$ cat config.mk
export PLATFORM = sky130hd
export DESIGN_NAME = mem_wb_stage
export DESIGN_NICKNAME = d
export VERILOG_FILES = /design/src/rtl/mem_wb_stage.sv
export SDC_FILE = /design/constraint.sdc
export NUM_CORES = 1
export LEC_CHECK = 0
export ABC_AREA = 1
export ABC_CLOCK_PERIOD_IN_PS = 1200
export CORE_MARGIN = 4
export CORE_UTILIZATION = 23
export DETAILED_ROUTE_END_ITERATION = 12
export MAX_ROUTING_LAYER = met4
export PLACE_DENSITY = 0.52
export SLEW_MARGIN = 40
export SYNTH_ARGS = -nofsm -noshare
export SYNTH_HDL_FRONTEND = slang
export SYNTH_SLANG_ARGS = --single-unit
$ cat constraint.sdc
create_clock -name clk_i -period 1.2 [get_ports clk_i]
set_clock_uncertainty 0.1 [all_clocks]
set_input_delay 0.18 -clock clk_i [delete_from_list [all_inputs] [get_ports clk_i]]
set_output_delay 0.18 -clock clk_i [all_outputs]
set_load 0.02 [all_outputs]
$ cat src/rtl/mem_wb_stage.sv
// MEM/WB stage of the 5-stage MIPS pipeline.
// Runs loads/stores over a req/ack data-memory handshake, stalls upstream
// while an access is outstanding, and drives the register file write port
// from the registered MEM/WB pipeline register.
module mem_wb_stage #(
    parameter int TIMEOUT = 16   // ACCESS cycles before abort; 0 = wait forever
) (
    input  logic        clk_i,
    input  logic        rst_i,          // asynchronous, active-low
    input  logic        valid_i,
    input  logic        RegWrite_i,
    input  logic        MemRead_i,
    input  logic        MemWrite_i,
    input  logic [31:0] ALUres_i,
    input  logic [31:0] RTdata_i,
    input  logic [4:0]  RDaddr_i,
    output logic        stall_o,
    output logic        mem_req_o,
    output logic        mem_we_o,
    output logic [31:0] mem_addr_o,
    output logic [31:0] mem_wdata_o,
    input  logic        mem_ack_i,
    input  logic [31:0] mem_rdata_i,
    output logic        mem_err_o,
    output logic        RegWrite_o,
    output logic [4:0]  RDaddr_o,
    output logic [31:0] RDdata_o
);

    typedef enum logic {IDLE, ACCESS} state_t;

    localparam int             CW       = (TIMEOUT > 1) ? $clog2(TIMEOUT) : 1;
    localparam logic [CW-1:0]  CNT_LAST = CW'((TIMEOUT > 0) ? TIMEOUT - 1 : 0);

    state_t        state_q, state_d;
    logic [CW-1:0] cnt_q, cnt_d;
    logic          req_q, req_d;
    logic          we_q, we_d;
    logic [31:0]   addr_q, addr_d;
    logic [31:0]   wdata_q, wdata_d;
    logic          err_q, err_d;
    logic          rw_q, rw_d;
    logic [4:0]    rda_q, rda_d;
    logic [31:0]   rdd_q, rdd_d;
    // Load destination captured at request time, replayed at the ack edge
    logic          ld_en_q, ld_en_d;
    logic [4:0]    ld_rd_q, ld_rd_d;

    logic memop, aligned, timeout_hit;

    assign memop       = valid_i & (MemRead_i | MemWrite_i);
    assign aligned     = (ALUres_i[1:0] == 2'b00);
    assign timeout_hit = (state_q == ACCESS) && (TIMEOUT != 0) && (cnt_q == CNT_LAST);

    // Stall is gated by reset so an abandoned access releases upstream at once
    assign stall_o = rst_i & (((state_q == IDLE) & memop & aligned) |
                              ((state_q == ACCESS) & ~mem_ack_i & ~timeout_hit));

    assign mem_req_o   = req_q;
    assign mem_we_o    = we_q;
    assign mem_addr_o  = addr_q;
    assign mem_wdata_o = wdata_q;
    assign mem_err_o   = err_q;
    assign RegWrite_o  = rw_q;
    assign RDaddr_o    = rda_q;
    assign RDdata_o    = rdd_q;

    // Next-state and next pipeline-register values; every cycle defaults to a bubble
    always_comb begin
        state_d = state_q;
        cnt_d   = cnt_q;
        req_d   = req_q;
        we_d    = we_q;
        addr_d  = addr_q;
        wdata_d = wdata_q;
        ld_en_d = ld_en_q;
        ld_rd_d = ld_rd_q;
        err_d   = 1'b0;
        rw_d    = 1'b0;
        rda_d   = rda_q;
        rdd_d   = rdd_q;
        unique case (state_q)
            IDLE: begin
                if (memop) begin
                    if (aligned) begin
                        state_d = ACCESS;
                        req_d   = 1'b1;
                        we_d    = MemWrite_i;
                        addr_d  = ALUres_i;
                        wdata_d = RTdata_i;
                        ld_rd_d = RDaddr_i;
                        // store wins over a simultaneous read: no writeback
                        ld_en_d = RegWrite_i & MemRead_i & ~MemWrite_i & (|RDaddr_i);
                        cnt_d   = '0;
                    end else begin
                        err_d = 1'b1;
                    end
                end else if (valid_i) begin
                    rw_d  = RegWrite_i & (|RDaddr_i);
                    rda_d = RDaddr_i;
                    rdd_d = ALUres_i;
                end
            end
            ACCESS: begin
                if (mem_ack_i) begin
                    state_d = IDLE;
                    req_d   = 1'b0;
                    cnt_d   = '0;
                    if (!we_q) begin
                        rw_d  = ld_en_q;
                        rda_d = ld_rd_q;
                        rdd_d = mem_rdata_i;
                    end
                end else if (timeout_hit) begin
                    state_d = IDLE;
                    req_d   = 1'b0;
                    cnt_d   = '0;
                    err_d   = 1'b1;
                end else begin
                    cnt_d = cnt_q + CW'(1);
                end
            end
            default: state_d = IDLE;
        endcase
    end

    // State and pipeline registers; reset abandons any in-flight access
    always_ff @(posedge clk_i or negedge rst_i) begin
        if (!rst_i) begin
            state_q <= IDLE;
            cnt_q   <= '0;
            req_q   <= 1'b0;
            we_q    <= 1'b0;
            addr_q  <= '0;
            wdata_q <= '0;
            ld_en_q <= 1'b0;
            ld_rd_q <= '0;
            err_q   <= 1'b0;
            rw_q    <= 1'b0;
            rda_q   <= '0;
            rdd_q   <= '0;
        end else begin
            state_q <= state_d;
            cnt_q   <= cnt_d;
            req_q   <= req_d;
            we_q    <= we_d;
            addr_q  <= addr_d;
            wdata_q <= wdata_d;
            ld_en_q <= ld_en_d;
            ld_rd_q <= ld_rd_d;
            err_q   <= err_d;
            rw_q    <= rw_d;
            rda_q   <= rda_d;
            rdd_q   <= rdd_d;
        end
    end

endmodule

==> results of run 1 <==
-- flip-flops by register name, indices dropped and copies added, names as in the netlist --
name / flops
ld_rd_q: 5
ld_en_q: 1
state_q: 1
mem_req_o: 1
RDdata_o: 32
cnt_q: 4
mem_we_o: 1
mem_err_o: 1
RegWrite_o: 1
mem_wdata_o: 32
RDaddr_o: 5
mem_addr_o: 32
-- worst max-delay path by stage --
| stage | to | depth (start not counted) | start |
|---|---|---|---|
| floorplan | RDaddr_o[0] | 9 | state_q |
| global placement | stall_o | 7 | ALUres_i[0] |
| detailed placement | stall_o | 7 | ALUres_i[0] |
| CTS | stall_o | 5 | cnt_q[0] |
| global route | stall_o | 5 | cnt_q[1] |
| finish | stall_o | 5 | cnt_q[1] |
-- per-layer routing --
metal	routed length (um)	vias up	share of wire (%)	GRT usage, %
met5	0	-	0	-
met3	1240	15	5.9	3.99
met1	9250	2518	44	19.3
met2	10300	148	49	24.4
met4	212	0	1.0	3.96
li1	-	2510	-	-
-- worst max-delay path, stage by stage (launching register included) --
cell and delay (ps):
dfrtp_1 380, ha_2 210, nand3_4 100, nand2_4 60, a21boi_4 130, buf_6 130
-- cell type report --
type,count,area (sq um)
multi-input combinational,370,2510
sequential,116,2910
inverter,46,191
timing repair buffer,370,4270
clock inverter,13,136
fill,1953,10400
clock buffer,18,439
tap,275,344
-- power by group through the flow --
stage               clock, mW  combinational (mW)  sequential, mW
floorplan                   0                1.14            6.16
global placement            0                4.57            5.21
detailed placement          0                4.58            5.22
CTS                      5.18                5.51            5.42
global route             5.33                7.16            5.52
finish                   5.02                6.74            5.43
-- timing repair --
action,in CTS,in global routing
endpoints found under the hold margin,69,0
gates cloned,14,19
hold buffers,1,0
pin swaps,5,30
endpoints found under the setup margin,222,222
resized for setup,748,225
buffers inserted,20,66
-- through the flow --
| stage | power (mW) | std cells | cell area, sq um | worst slack, ps |
|---|---|---|---|---|
| 6_report | 17.2 | 1208 | 10800 | -510 |
| 5_1_grt | 18.0 | 1208 | 10800 | -576 |
| 4_1_cts | 16.1 | 1126 | 9320 | -548 |
| 3_5_place_dp | 9.81 | 1060 | 7670 | -779 |
| 3_3_place_gp | 9.78 | 1060 | 7670 | -773 |
| 2_1_floorplan | 7.29 | 562 | 5050 | -127 |
-- cells in the mapped netlist, types with 2 or more instances --
cell | instances | share of area [%]
dfrtp_1 | 116 | 58
nand4_1 | 2 | 0.25
o21ai_2 | 34 | 5.9
clkbuf_1 | 5 | 0.37
o21ai_0 | 77 | 7.7
a21oi_1 | 3 | 0.30
buf_6 | 13 | 2.9
inv_1 | 43 | 3.2
buf_2 | 11 | 1.1
nand3_1 | 6 | 0.60
inv_2 | 2 | 0.15
nor2_1 | 10 | 0.75
buf_4 | 2 | 0.30
nand2_1 | 230 | 17
-- cell families (layout without fill, tap and decap cells) --
| kind of cell | Yosys count | count (layout) | share of synthesized area (%) |
|---|---|---|---|
| AND/OR/NAND/NOR | 252 | 253 | 19.6 |
| adder cells (fa/ha/maj) | 1 | 1 | 0.249 |
| buffers and inverters | 77 | 447 | 8.18 |
| flip-flops | 116 | 116 | 57.8 |
| AO/OA/AOI/OAI | 116 | 116 | 14.2 |
==> results.py, run 1 <==
metrics = {
    "min_path": {
        "hold_class": "in -> async",
    },
    "run": {
        "maxCapViolations": 0,
    },
    "grt": {
        "grt_max_degree": 70,
        "grt_usage_pct": 15.2,
        "grt_pass1_wl_um": 27800,
        "overflow": 0,
        "antenna_found_initial": 0,
        "grt_pass1_vias": 4916,
    },
    "synthesis": {
        "ys_async_sr_fraction_pct": 100,
        "avgSynthCellArea_sq_um": 8.93,
        "synth-main-ff-cell": "dfrtp_1",
        "syn_inst": 562,
        "synth.distinct_cells": 22,
        "ys_seq_area_share_pct": 57.8,
        "synthesis.nets": 671,
        "synth_edf_count": 0,
        "synth.yosys.warnings": 0,
        "synth-seq-cells": 116,
        "netlist_area_sq_um": 5020,
    },
    "route": {
        "drt-total-wl_um": 21000,
        "antenna_left": 0,
        "drcViolationCount": 0,
        "vias": 5191,
        "drt_iter0_drc": 158,
        "viasPerCell": 4.30,
        "drt_pass1_iterations": 4,
        "detail_route.wl_per_cell_um": 17.4,
    },
    "final_layout": {
        "final_util_pct": 50.9,
        "finalNetCount": 1030,
        "syn_to_final_growth_pct": 115,
        "n_antenna_cell": 0,
        "layout_common_cells": "nand2_1, buf_6, dfrtp_1",
        "drive_gt1_share_pct": 52.5,
        "layout_commonest_cell": "nand2_1",
    },
    "critical_path": {
        "rr_endpoint": "RDdata_o[31]",
        "start_kind": "register",
        "critical_path_class": "reg -> out",
        "cp_max_fo": 2,
        "r2r_start": "state_q",
        "cp.required_ps": 920,
        "end_kind": "output pin",
        "rrSetupSlack_ps": -400,
        "crit_arrival_ps": 1430,
        "reg2regPathDepth": 9,
    },
    "power": {
        "p_leak_nw": 5.25,
        "power_frac_clock_pct": 29.2,
        "switching_share_pct": 32.8,
        "power.switching_mw": 5.64,
        "vdd_drop_max_mv": 0.936,
        "p_comb_share_pct": 39.2,
        "seqPwrFrac_pct": 31.6,
        "power_density_nw_per_um2": 1590,
        "p_int_mw": 11.6,
    },
    "timing": {
        "finalMaxSlewViolations": 0,
        "fin_tns_setup_ps": -37900,
        "rsz0062_at_grt": "yes",
        "worst_pin_slew_ps": 645,
        "hold_ws_ps": -19.7,
        "setup_slack_ps": -510,
        "finalSetupViolCount": 219,
        "max_slew_margin_pct": 57.0,
        "finalCriticalPeriod_ps": 1710,
        "hold_viol": 46,
        "period_share_pct": 142,
        "fmax_ghz": 0.585,
    },
    "floorplan": {
        "core_area_sq_um": 21200,
        "die_y_um": 156,
        "die_w_um": 156,
        "start_util_pct": 23.7,
        "pin_count": 214,
        "die_area_sq_um": 24300,
        "rows": 53,
    },
    "status": {
        "outcome": "complete, but fails checks",
        "failed_checks": "hold timing, setup timing",
    },
    "clock_network": {
        "clkSinkCount": 116,
        "cts_buffers": 17,
        "cts_htree_levels": 4,
        "cts_tree": "yes",
        "clk_latency_ps": 410,
        "path_clk_slew_ps": 60,
        "cts_root_buf": "clkbuf_16",
        "clockBufferDepth": 2,
    },
    "place": {
        "port_buffers": 213,
        "dp_hpwl_um": 10900,
        "routabilityCongestion": 0.756,
    },
}
Note: power is estimated with default switching activity, not from simulation.
==> run 2: changes to the inputs <==
--- a/config.mk
+++ b/config.mk
@@ -7,11 +7,13 @@
 export LEC_CHECK = 0
 export ABC_AREA = 1
 export ABC_CLOCK_PERIOD_IN_PS = 1200
+export CELL_PAD_IN_SITES_DETAIL_PLACEMENT = 1
+export CELL_PAD_IN_SITES_GLOBAL_PLACEMENT = 2
 export CORE_MARGIN = 4
-export CORE_UTILIZATION = 23
+export CORE_UTILIZATION = 22
 export DETAILED_ROUTE_END_ITERATION = 12
 export MAX_ROUTING_LAYER = met4
-export PLACE_DENSITY = 0.52
+export PLACE_DENSITY = 0.8
 export SLEW_MARGIN = 40
 export SYNTH_ARGS = -nofsm -noshare
 export SYNTH_HDL_FRONTEND = slang
==> run 2 against run 1 <==
The flow finishes with violations (setup timing). Cell count decreased by 1.2%. Global-route usage increased by 0.93 points. Critical path depth unchanged. Count of clock-buffer cells in the layout unchanged. Via count decreased by 1.5%. Register-to-register slack about the same. Sequential cell count unchanged. Worst setup slack got worse by 23 ps. Sequential share of layout area increased by 1.2 points. Fmax decreased by 1.3%. Design area decreased by 4.3%. Largest cell class unchanged.
==> results.py, run 2 (synthesis results as in run 1) <==
metrics = {
    "status": {
        "outcome": "complete, but fails checks",
        "failed_checks": "setup timing",
    },
    "timing": {
        "finalSetupViolCount": 220,
        "finalMaxSlewViolations": 0,
        "period_share_pct": 144,
        "hold_viol": 0,
        "fmax_ghz": 0.577,
        "rsz0062_at_grt": "yes",
        "worst_pin_slew_ps": 449,
        "finalCriticalPeriod_ps": 1730,
        "fin_tns_setup_ps": -36190,
        "setup_slack_ps": -533,
        "max_slew_margin_pct": 70.1,
    },
    "floorplan": {
        "rows": 55,
        "die_area_sq_um": 25300,
        "die_w_um": 159,
        "die_y_um": 159,
        "start_util_pct": 22.2,
        "pin_count": 214,
        "core_area_sq_um": 22600,
    },
    "power": {
        "power_density_nw_per_um2": 1620,
        "power.total_mw": 16.7,
        "vdd_drop_max_mv": 0.806,
        "p_leak_nw": 5.11,
    },
    "critical_path": {
        "critPathSlowestCell": "dfrtp_1",
        "cp_max_fo": 2,
        "critPathLaunch": "cnt_q[0]",
        "critical_path_class": "reg -> out",
        "r2r_start": "state_q",
        "critical_path.cell_chain": "ha_2 > nand3_2 > nand2_2 > a21boi_4 > buf_6",
        "crit_buf_inv": 1,
        "crit_arrival_ps": 1450,
        "start_kind": "register",
        "cp_top_family": "flip-flops",
        "slowest_delay_ps": 390,
        "cp.required_ps": 920,
        "end_kind": "output pin",
    },
    "clock_network": {
        "clk_latency_ps": 410,
        "cts_tree": "yes",
        "cts_htree_levels": 4,
        "cts_root_buf": "clkbuf_16",
        "clockBufferDepth": 2,
        "path_clk_slew_ps": 60,
        "clkSinkCount": 116,
        "cts_buffers": 17,
    },
    "min_path": {
        "hold_class": "in -> reg",
        "hold_path_startpoint": "RTdata_i[4]",
    },
    "final_layout": {
        "finalNetCount": 1006,
        "drive_gt1_share_pct": 46.1,
        "layout_common_cells": "nand2_1, buf_6, dfrtp_1",
        "fin_cells": 1194,
        "layout_commonest_cell": "nand2_1",
        "n_antenna_cell": 0,
        "fillCellCount": 2450,
        "syn_to_final_growth_pct": 106,
        "final_util_pct": 45.7,
    },
    "route": {
        "drt_iter0_drc": 137,
        "antenna_left": 0,
        "drcViolationCount": 0,
        "drt_pass1_iterations": 4,
        "vias": 5114,
        "detail_route.wl_per_cell_um": 19.0,
        "drt-total-wl_um": 22700,
        "viasPerCell": 4.28,
    },
    "place": {
        "pre_cts_slack_ps": -791,
        "port_buffers": 213,
        "routabilityCongestion": 0.770,
        "dp_hpwl_um": 12000,
        "place_inst": 1062,
    },
    "grt": {
        "grt_max_degree": 71,
        "antenna_found_initial": 0,
        "grt_pass1_vias": 5168,
        "grt_usage_pct": 16.2,
        "grt_pass1_wl_um": 30800,
        "overflow": 0,
    },
    "run": {
        "maxCapViolations": 0,
    },
}
## run 2: changes by cell type in the layout (fill, tap and decap cells not counted), moves of 2 or more
cell	delta
nand2_2	-34
nand2_1	+31
o21ai_0	+18
o21ai_2	-14
buf_4	-13
buf_8	-11
o21ai_1	-5
buf_6	+4
buf_16	-3
nand2_4	+3
nor2_4	-2
## run 2: per-stage QoR
step / hold slack [ps] / area [sq um]
after detailed placement: 313 / 7620
final: 199 / 10300
after CTS: 175 / 9170
after global routing: 195 / 10300
after floorplan: -216 / 5050
after global placement: 334 / 7620
## run 2: repair_timing
item,in CTS,in global routing
hold buffers,1,0
hold endpoints to repair,116,0
gates cloned,15,17
pin swaps,7,18
setup buffers,28,43
setup endpoints to repair,221,268
gates resized for setup,698,166
## run 2: cell type report
class                           count  area [sq um]  share of cell area, %
Clock inverter                     13           113                   1.09
Multi-Input combinational cell    370          2380                   23.1
Tap cell                          285           357                   3.45
Inverter                           46           188                   1.82
Timing Repair Buffer              346          3940                   38.2
Clock buffer                       18           439                   4.25
Sequential cell                   116          2900                   28.1
## run 2: routing by layer
metal / routed length [um] / part of all wire [%] / track usage [%] / vias to the layer above
met2: 11600 / 51 / 27.0 / 124
met5: 0 / 0 / - / -
met3: 1000 / 4.4 / 4.17 / 23
li1: - / - / - / 2454
met4: 299 / 1.3 / 3.63 / 0
met1: 9810 / 43 / 19.8 / 2513
## run 2: final timing paths
check                           depth (start not counted)  slack, ps              to
worst max-delay path                                    5       -530         stall_o
worst min-delay path                                    3        200  mem_wdata_o[4]
worst max register to register                          9       -400    RDdata_o[24]
worst min register to register                          2        380      ld_rd_q[4]
max in group asynchronous                               4        140         state_q
min in group asynchronous                               4        470     RDdata_o[2]
## run 2: worst min-delay path: cells and delay by family
| family | cells | cell delay, ps |
|---|---|---|
| buffers and inverters | 1 | 390 |
| AND/OR/NAND/NOR | 2 | 100 |
## run 2: power by group
group,switching [mW],internal (mW)
Clock,1.95,2.88
Sequential,0.697,4.73
Combinational,2.97,3.49
